$ cat src/rtl/alu_dserial_addsub.sv
// Digit-serial add/subtract: WIDTH-bit add or subtract, 2 bits per cycle.
// Drives a 2-bit carry-select slice and collects its sum and carry.
module alu_dserial_addsub #(
  parameter int WIDTH = 8
) (
  input  logic             clk,
  input  logic             rst,
  input  logic             start,
  input  logic             sub,
  input  logic [WIDTH-1:0] inA,
  input  logic [WIDTH-1:0] inB,
  output logic             busy,
  output logic             done,
  output logic [WIDTH-1:0] sum,
  output logic             cout,
  output logic             ovf
);

  localparam int N  = WIDTH / 2;
  localparam int CW = (N > 1) ? $clog2(N) : 1;

  typedef enum logic [1:0] {IDLE, RUN, DONE} state_t;

  state_t           state_q, state_d;
  logic [WIDTH-1:0] a_sh_q, a_sh_d;
  logic [WIDTH-1:0] b_sh_q, b_sh_d;
  logic [WIDTH-1:0] sum_sh_q, sum_sh_d;
  logic [CW-1:0]    cnt_q, cnt_d;
  logic             c_r_q, c_r_d;
  logic             a_msb_q, a_msb_d;
  logic             b_msb_q, b_msb_d;
  logic             ovf_q, ovf_d;
  logic             busy_q, busy_d;
  logic             done_q, done_d;

  logic [1:0] s0, s1, s;
  logic       co0, co1, co;
  logic       accept, last;

  // Carry-select slice: both carry-in cases in parallel, c_r picks one
  always_comb begin
    {co0, s0} = {1'b0, a_sh_q[1:0]} + {1'b0, b_sh_q[1:0]};
    {co1, s1} = {1'b0, a_sh_q[1:0]} + {1'b0, b_sh_q[1:0]} + 3'd1;
    s  = c_r_q ? s1 : s0;
    co = c_r_q ? co1 : co0;
  end

  assign accept = start && (state_q != RUN);
  assign last   = (cnt_q == CW'(N - 1));

  always_comb begin
    state_d  = state_q;
    a_sh_d   = a_sh_q;
    b_sh_d   = b_sh_q;
    sum_sh_d = sum_sh_q;
    cnt_d    = cnt_q;
    c_r_d    = c_r_q;
    a_msb_d  = a_msb_q;
    b_msb_d  = b_msb_q;
    ovf_d    = ovf_q;
    unique case (state_q)
      RUN: begin
        sum_sh_d = (sum_sh_q >> 2) | (WIDTH'(s) << (WIDTH - 2));
        a_sh_d   = a_sh_q >> 2;
        b_sh_d   = b_sh_q >> 2;
        c_r_d    = co;
        cnt_d    = cnt_q + CW'(1);
        if (last) begin
          state_d = DONE;
          // s[1] becomes the result MSB on this edge
          ovf_d   = (a_msb_q == b_msb_q) && (s[1] != a_msb_q);
        end
      end
      default: begin
        state_d = IDLE;
        if (accept) begin
          state_d = RUN;
          a_sh_d  = inA;
          b_sh_d  = sub ? ~inB : inB;
          c_r_d   = sub;
          cnt_d   = '0;
          a_msb_d = inA[WIDTH-1];
          b_msb_d = inB[WIDTH-1] ^ sub;
        end
      end
    endcase
    busy_d = (state_d == RUN);
    done_d = (state_d == DONE);
  end

  always_ff @(posedge clk) begin
    if (rst) begin
      state_q  <= IDLE;
      a_sh_q   <= '0;
      b_sh_q   <= '0;
      sum_sh_q <= '0;
      cnt_q    <= '0;
      c_r_q    <= 1'b0;
      a_msb_q  <= 1'b0;
      b_msb_q  <= 1'b0;
      ovf_q    <= 1'b0;
      busy_q   <= 1'b0;
      done_q   <= 1'b0;
    end else begin
      state_q  <= state_d;
      a_sh_q   <= a_sh_d;
      b_sh_q   <= b_sh_d;
      sum_sh_q <= sum_sh_d;
      cnt_q    <= cnt_d;
      c_r_q    <= c_r_d;
      a_msb_q  <= a_msb_d;
      b_msb_q  <= b_msb_d;
      ovf_q    <= ovf_d;
      busy_q   <= busy_d;
      done_q   <= done_d;
    end
  end

  assign busy = busy_q;
  assign done = done_q;
  assign sum  = sum_sh_q;
  assign cout = c_r_q;
  assign ovf  = ovf_q;

endmodule

$ cat config.mk
export PLATFORM = sky130hd
export DESIGN_NAME = alu_dserial_addsub
export DESIGN_NICKNAME = d
export VERILOG_FILES = /design/src/rtl/alu_dserial_addsub.sv
export SDC_FILE = /design/constraint.sdc
export NUM_CORES = 1
export LEC_CHECK = 0
export ABC_AREA = 1
export CAP_MARGIN = 10
export CELL_PAD_IN_SITES_DETAIL_PLACEMENT = 1
export CELL_PAD_IN_SITES_GLOBAL_PLACEMENT = 2
export CORE_AREA = 2 2 91 76
export DETAILED_ROUTE_END_ITERATION = 10
export DIE_AREA = 0 0 93 78
export HOLD_SLACK_MARGIN = 0.03
export PLACE_DENSITY_LB_ADDON = 0.1
export SYNTH_ARGS = -nofsm -noshare
export SYNTH_HDL_FRONTEND = slang
export SYNTH_SLANG_ARGS = --single-unit
export TNS_END_PERCENT = 50
$ cat constraint.sdc
create_clock -name clk -period 1.6 [get_ports clk]
set_input_delay 0.32 -clock clk [delete_from_list [all_inputs] [get_ports clk]]
set_output_delay 0.32 -clock clk [all_outputs]
set_load 0.05 [all_outputs]
* Word level (Yosys, flattened, before mapping)
Index checks and enable logic that the tools add are counted.
** Storage, ports and cells
- Flip-flop bits (word level) :: 34
- Output and inout port bits :: 12
- Logic and storage cells :: 47
- Input port bits :: 20
** Operators by class
- Bitwise gates (word level) :: 4
- Add/subtract/negate cells :: 3
- Equal/unequal tests :: 7
- Multiplexer cells :: 14
- Reductions and logical operators :: 6
** Operators by type and width (number)
- $mux W6 :: 4
- $mux W2 :: 5
- $mux W8 :: 1
- $not A8 Y8 :: 1
- $or A6 B8 Y8 :: 1
- $eq A2 B1 Y1 const B :: 2
- $eq A2 B2 Y1 const B :: 2
- $mux W1 :: 4
- $reduce_and A2 Y1 :: 2
- $add A2 B2 Y3 :: 1
- $add A3 B1 Y3 const B :: 1
- $add A2 B1 Y2 const B :: 1
- $logic_and A1 B1 Y1 :: 2
- $ne A2 B1 Y1 const B :: 1
- $reduce_bool A2 Y1 :: 1
- $reduce_or A2 Y1 :: 1
- $eq A1 B1 Y1 :: 1
- $ne A1 B1 Y1 :: 1
- $not A1 Y1 :: 1
- $xor A1 B1 Y1 :: 1

* Depth between registers and ports, before layout
Gate-level depths: netlist of run 1.
- Depth after elaboration :: 5
- Mapped depth :: 8

* Worst setup path before layout of run 1
Ideal clock, no wire load.
- Path kind :: reg2reg
- Start :: register a_sh_q[0]
- End :: register ovf_q (netlist: ovf)
- Path buffers :: 0
- Clock period less this slack :: 1.664 ns
- Stages on the path, launching flop included :: 9
- Path slack :: -0.064 ns
- Arrival time :: 1.550 ns
- Setup time :: 0.113 ns
- Cells stage by stage :: dfxtp_1 > ha_1 > fa_1 > ha_1 > nand2_1 > nand2_1 > o21ai_0 > nand3_1 > nand2_1
** On the way
- Cells in the longest elaborated chain, start to end :: 5
** RTL lines
- start: declaration :: line 25 : logic [WIDTH-1:0] a_sh_q, a_sh_d;
- start signal: assignment :: line 106 : a_sh_q <= a_sh_d;
- $add A2 B2 Y3 (*) :: line 42, 43
- $add A3 B1 Y3 :: line 43 : {co1, s1} = {1'b0, a_sh_q[1:0]} + {1'b0, b_sh_q[1:0]} + 3'd1;
- $mux W2 (*) :: line 44 : s = c_r_q ? s1 : s0;
- $ne A1 B1 Y1 (*) :: line 71 : ovf_d = (a_msb_q == b_msb_q) && (s[1] != a_msb_q);
- $logic_and A1 B1 Y1 (*) :: line 71
- end signal: assignment :: line 113 : ovf_q <= ovf_d;
- end: declaration :: line 32 : logic ovf_q, ovf_d;
Every way passes the cells marked *; elsewhere a longest branch is shown, timed or not.
A chain may end at the register's enable or synchronous reset.

* Final worst setup path of run 1
Same ends and word-level chain as after synthesis.

==> results of run 1 <==
## cell families (layout without fill, tap and decap cells)
logic type,after synthesis,after routing
AOI/OAI and AO/OA,20,20
xor gates and xnor gates,9,9
adders and majority gates,4,4
buffers and inverters,30,70
DFF,34,34
and+or+nand+nor,105,105
## sequential cells by signal, indices dropped and copies added, names as in the netlist
signal,count
busy,1
a_msb_q,1
a_sh_q,8
b_msb_q,1
done,1
cnt_q,2
ovf,1
b_sh_q,8
cout,1
sum,8
state_q,2
## path summary, 6_finish.rpt
kind | end | startpoint | slack [ps] | cells after the start
worst max-delay path | ovf | a_sh_q[0] | -110 | 8
worst min-delay path | sum[1] | sum[1] | 460 | 2
worst max register to register | ovf | a_sh_q[0] | -110 | 8
worst min register to register | sum[1] | sum[1] | 460 | 2
## layout by cell type (no fill, tap or decap)
cell type and instances:
buf_12 2, ha_4 1, buf_4 20, nand2_2 2, clkdlybuf4s50_1 19, a21oi_1 7
ha_1 2, inv_2 7, dfxtp_1 32, o21ai_1 8, clkbuf_8 5, nor3b_1 2
nor2_1 23, nand3b_1 1, xnor2_1 8, nand2_4 2, clkbuf_1 2, nand3_1 29
fa_1 1, o22ai_1 5, dfxtp_2 2, xor2_1 1, nor2_4 2, inv_1 15
nand2_1 44
## per-stage QoR
stage	area [um2]	power [mW]
floorplan	1540	1.14
global placement	1950	1.26
detailed placement	1950	1.27
CTS	2030	1.87
global route	2060	1.94
finish	2060	1.85
## per-layer routing
layer | global-route usage | up-vias
met4 | 0.0485 | 0
met1 | 0.166 | 661
met5 | 0 | -
met3 | 0.0320 | 5
met2 | 0.193 | 21
li1 | - | 726
## worst max-delay path, cell delays in order (launching register included)
cell,delay (ps)
dfxtp_2,340
ha_4,150
fa_1,480
ha_1,290
nand2_1,60
nand2_1,100
o21ai_1,60
nand3_1,60
nand2_1,60
## timing repair
| item | CTS | global route |
|---|---|---|
| cloned | 0 | 0 |
| setup buffers | 1 | 2 |
| endpoints found under the setup margin | 3 | 3 |
| gates resized for setup | 1 | 2 |
| pin swaps | 4 | 5 |
| hold endpoints to repair | 0 | 0 |
## power by group through the flow
stage	logic [mW]	registers, mW	clock network, mW
6_report	0.337	0.918	0.595
3_5_place_dp	0.331	0.936	0
4_1_cts	0.336	0.917	0.616
3_3_place_gp	0.324	0.935	0
5_1_grt	0.375	0.924	0.640
2_1_floorplan	0.180	0.957	0
## cell type report
type                    count  area share
clock buffers               7      0.0371
inverters                  22      0.0401
multi-input cells         138       0.355
flip-flops and latches     34       0.332
well taps                  84      0.0510
repair buffers             41       0.185
## cell usage after synthesis, drive strengths merged, types with 2 or more instances
| master | n | area (um2) |
|---|---|---|
| dfxtp | 34 | 681 |
| xnor2 | 8 | 70.1 |
| o21ai | 8 | 40.0 |
| buf | 7 | 55.1 |
| nor3b | 2 | 15.0 |
| ha | 3 | 37.5 |
| nand3 | 29 | 145 |
| o22ai | 5 | 31.3 |
| nand2 | 48 | 200 |
| nor2 | 25 | 109 |
| inv | 22 | 82.6 |
| a21oi | 7 | 35.0 |
==> impl_metrics.tcl, run 1 <==
set metrics [dict create \
    seq_area_frac_synth 0.442 \
    rows 26 \
    grt.total_usage 0.125 \
    period_minus_slack_ps 1710 \
    synthArstFlopShare 0 \
    initial_core_util 0.247 \
    ir_drop_v 0.000333 \
    antenna_found_initial 0 \
    crit_required_ps 1780 \
    grt_setup_unrepaired "yes" \
    seqPwrFrac 0.496 \
    fin_crit_sh 1.07 \
    wl_met2_mm 1.88 \
    p_sw_frac 0.275 \
    p_int_mw 1.34 \
    path_clk_slew_ps 70 \
    clkPwrFrac 0.321 \
    htree_levels 2 \
    synth_cells 202 \
    synthMuxAreaShare 0 \
    die_height_um 78 \
    post-place-ws_ps -107 \
    status "complete, but fails checks" \
    syn_area_per_cell_um2 7.63 \
    leakage_nw 0.907 \
    yosysWarnings 0 \
    port_buffers 31 \
    multi_input_comb_area_um2 732 \
    crit_path_start_kind "flip-flop" \
    hold_viol 0 \
    cts-root-buf "clkbuf_8" \
    core-area_mm2 0.00625 \
    wire_per_inst_um 13.0 \
    cts_made_buffers 5 \
    synthesis.nets 226 \
    finalNetCount 266 \
    synth.distinct_cells 23 \
    met1_length_mm 2.14 \
    synthSimpleGateAreaFrac 0.309 \
    final_antenna_net_count 0 \
    overflow 0 \
    drv_cap 0 \
    violations "negative setup slack" \
    clock_sinks 34 \
    dp.cells 316 \
    die_area_mm2 0.00725 \
    drtPass1Iterations 4 \
    hold_ws_ps 458 \
    fmax_mhz 586 \
    fin_setup_tns_ps -166 \
    synth_xor_xnor_area_share 0.0511 \
    drc 0 \
    vias 1413 \
    dp_hpwl_mm 3.21 \
    wl_met3_um 167 \
    highest_layer "met4" \
    relSlewSlack 0.774 \
    netSwitchingPower_mw 0.509 \
    final_cells 326 \
    synth_fa_ha_area_frac 0.0373 \
    hp-class "flip-flop to flip-flop" \
    drive_gt1_frac 0.178 \
    path_class "flip-flop to flip-flop" \
    globalplace.congestion 0.689 \
    cts_tree "done" \
    fin_ws_ps -108 \
    via_per_inst 4.33 \
    dr.first_iter.drc_count 21 \
    critPathMaxFanout 2 \
    io-pin-count 32 \
    die_w_um 93 \
    n_fill_cell 784 \
    skew_ps 2.86 \
    wl_mm 4.25 \
    grt_max_degree 17 \
    n_antenna_cell 0 \
    seq_area_um2 683 \
    p_comb_frac 0.182 \
    grt_pass1_wl_mm 6.95 \
    timing.final.max_slew_violations 0 \
    worstMarginPinSlew_ps 338 \
    synthFlopType "dfxtp_1" \
    grt_pass1_vias 1407 \
    setup_viol 2 \
    synth_edf_count 0 \
    clockBufferDepth 2 \
    fin_util 0.330 \
    cts.hold.buffers_added 0 \
    cellPowerDensity_mw_per_mm2 898 \
    area_growth_pct 33.6 \
    arrival_ps 1890 \
    syn_area_mm2 0.00154 \
    clk_latency_ps 280 \
    synth_compound_area_frac 0.0690 \
    synth_top_family_by_area "simple AND/OR/NAND/NOR gates" \
    endpoint_kind "flip-flop" \
    ys_ff_latch 34 \
]
Note: power is estimated with default switching activity, not from simulation.
==> run 2, diff against run 1 <==
--- a/config.mk
+++ b/config.mk
@@ -12,6 +12,7 @@
 export CORE_AREA = 2 2 91 76
 export DETAILED_ROUTE_END_ITERATION = 10
 export DIE_AREA = 0 0 93 78
+export GPL_TIMING_DRIVEN = 0
 export HOLD_SLACK_MARGIN = 0.03
 export PLACE_DENSITY_LB_ADDON = 0.1
 export SYNTH_ARGS = -nofsm -noshare
==> run 2 against run 1 <==
  * The flow still finishes with violations (negative setup slack)
  * Clock power rose by 4.0%
  * Die area did not move
  * Hold slack got worse by 55 ps
==> impl_metrics.tcl, run 2 (same netlist as run 1, synthesis figures left out) <==
set metrics [dict create \
    ir_drop_v 0.000322 \
    path_clk_slew_ps 70 \
    arrival_ps 1870 \
    endpoint_kind "flip-flop" \
    globalplace.congestion 0.695 \
    clockBufferDepth 2 \
    antenna_found_initial 0 \
    hold_viol 0 \
    critPathBufInv 0 \
    setup_viol 3 \
    crit_path_max_incr_delay_ps 460 \
    period_minus_slack_ps 1690 \
    fin_crit_sh 1.06 \
    fin_ws_ps -93.6 \
    relSlewSlack 0.648 \
    leakage_nw 0.923 \
    die_area_mm2 0.00725 \
    violations "negative setup slack" \
    die_height_um 78 \
    skew_ps 4.82 \
    cpMaxStageDelayCell "fa_1" \
    total_power_mw 1.86 \
    grt_max_degree 11 \
    cts-root-buf "clkbuf_8" \
    fmax_mhz 590 \
    crit_path_start_kind "flip-flop" \
    crit_required_ps 1780 \
    met1_length_mm 2.13 \
    vias 1374 \
    layout_commonest_cell "nand2_1" \
    dp_hpwl_mm 3.10 \
    hp-class "input pin to flip-flop" \
    grt_pass1_wl_mm 6.62 \
    final_cell_mix "nand2_1 (44), dfxtp_1 (32), nand3_1 (29)" \
    area_growth_pct 32.0 \
    cpMostUsedCell "nand2_1" \
    via_per_inst 4.25 \
    post-place-ws_ps -160 \
    core-area_mm2 0.00625 \
    path_cells "ha_4, fa_1, ha_1, nand2_1, nand2_1, o21ai_1, nand3_1, nand2_1" \
    drv_cap 0 \
    highest_layer "met4" \
    grt_setup_unrepaired "yes" \
    drive_gt1_frac 0.130 \
    timing.final.max_slew_violations 0 \
    grt_pass1_vias 1332 \
    wl_met2_mm 1.76 \
    status "complete, but fails checks" \
    rows 26 \
    drc 0 \
    path_class "flip-flop to flip-flop" \
    cellPowerDensity_mw_per_mm2 914 \
    port_buffers 29 \
    clk_latency_ps 280 \
    initial_core_util 0.247 \
    drtPass1Iterations 4 \
    wl_mm 4.08 \
    clock_sinks 34 \
    final_antenna_net_count 0 \
    cts_tree "done" \
    io-pin-count 32 \
    critPathMaxFanout 2 \
    die_w_um 93 \
    cts_made_buffers 5 \
    finalNetCount 264 \
    wl_met3_um 156 \
    wire_per_inst_um 12.6 \
    worstMarginPinSlew_ps 529 \
    dr.first_iter.drc_count 39 \
    overflow 0 \
    crit_family "adder cells" \
    n_antenna_cell 0 \
    htree_levels 2 \
    grt.total_usage 0.121 \
]
## run 2: cell count changes in the layout (fill, tap and decap cells not counted), sizes merged
cell,change
buf,-13
clkdlybuf4s50,-2
dlygate4sd2,+12
## run 2: report_power, final
part           leakage [nW]  total, mW  internal (mW)  switching (mW)
Combinational         0.601      0.322          0.141           0.182
Sequential            0.279      0.918          0.889          0.0284
Clock                0.0431      0.619          0.332           0.288
## run 2: layer usage
layer  vias to the layer above  track usage
li1                        715            -
met2                        20        0.187
met5                         -            0
met1                       635        0.163
met3                         4       0.0340
met4                         0       0.0353
## run 2: worst min-delay path, cell delays in order
cell and delay, ps:
buf_4 150, o21ai_1 70, a21oi_1 100
## run 2: area by class of cell
cell class | count | area, um2
Multi-Input combinational cell | 138 | 732
Buffer | 8 | 58.8
Sequential cell | 34 | 683
Timing Repair Buffer | 31 | 290
Tap cell | 84 | 105
Fill cell | 776 | 4210
Clock buffer | 6 | 82.6
Inverter | 22 | 82.6
## run 2: repair_timing
action                                 4_1_cts  5_1_grt
setup endpoints to repair                   15        4
endpoints found under the hold margin        0        0
hold buffers                                 0        0
resized for setup                           15        0
pin swaps                                    2        0
buffers inserted                             1        1
## run 2: stage by stage
| step | utilization | hold WS [ps] | instances | area [um2] | setup TNS (ps) |
|---|---|---|---|---|---|
| after global routing | 0.326 | 399 | 323 | 2030 | -477 |
| after floorplan | - | 435 | 202 | 1540 | -45.1 |
| after detailed placement | 0.310 | 456 | 315 | 1940 | -425 |
| after CTS | 0.325 | 394 | 322 | 2030 | -242 |
| after global placement | 0.310 | 451 | 315 | 1940 | -399 |
| final | 0.326 | 403 | 323 | 2030 | -194 |
## run 2: final timing paths
check        startpoint  cells past startpoint  slack, ps   endpoint
min reg2reg      sum[1]                      2        460     sum[1]
max reg2reg   a_sh_q[0]                      8        -90        ovf
max           a_sh_q[0]                      8        -90        ovf
min               start                      3        400  b_sh_q[6]
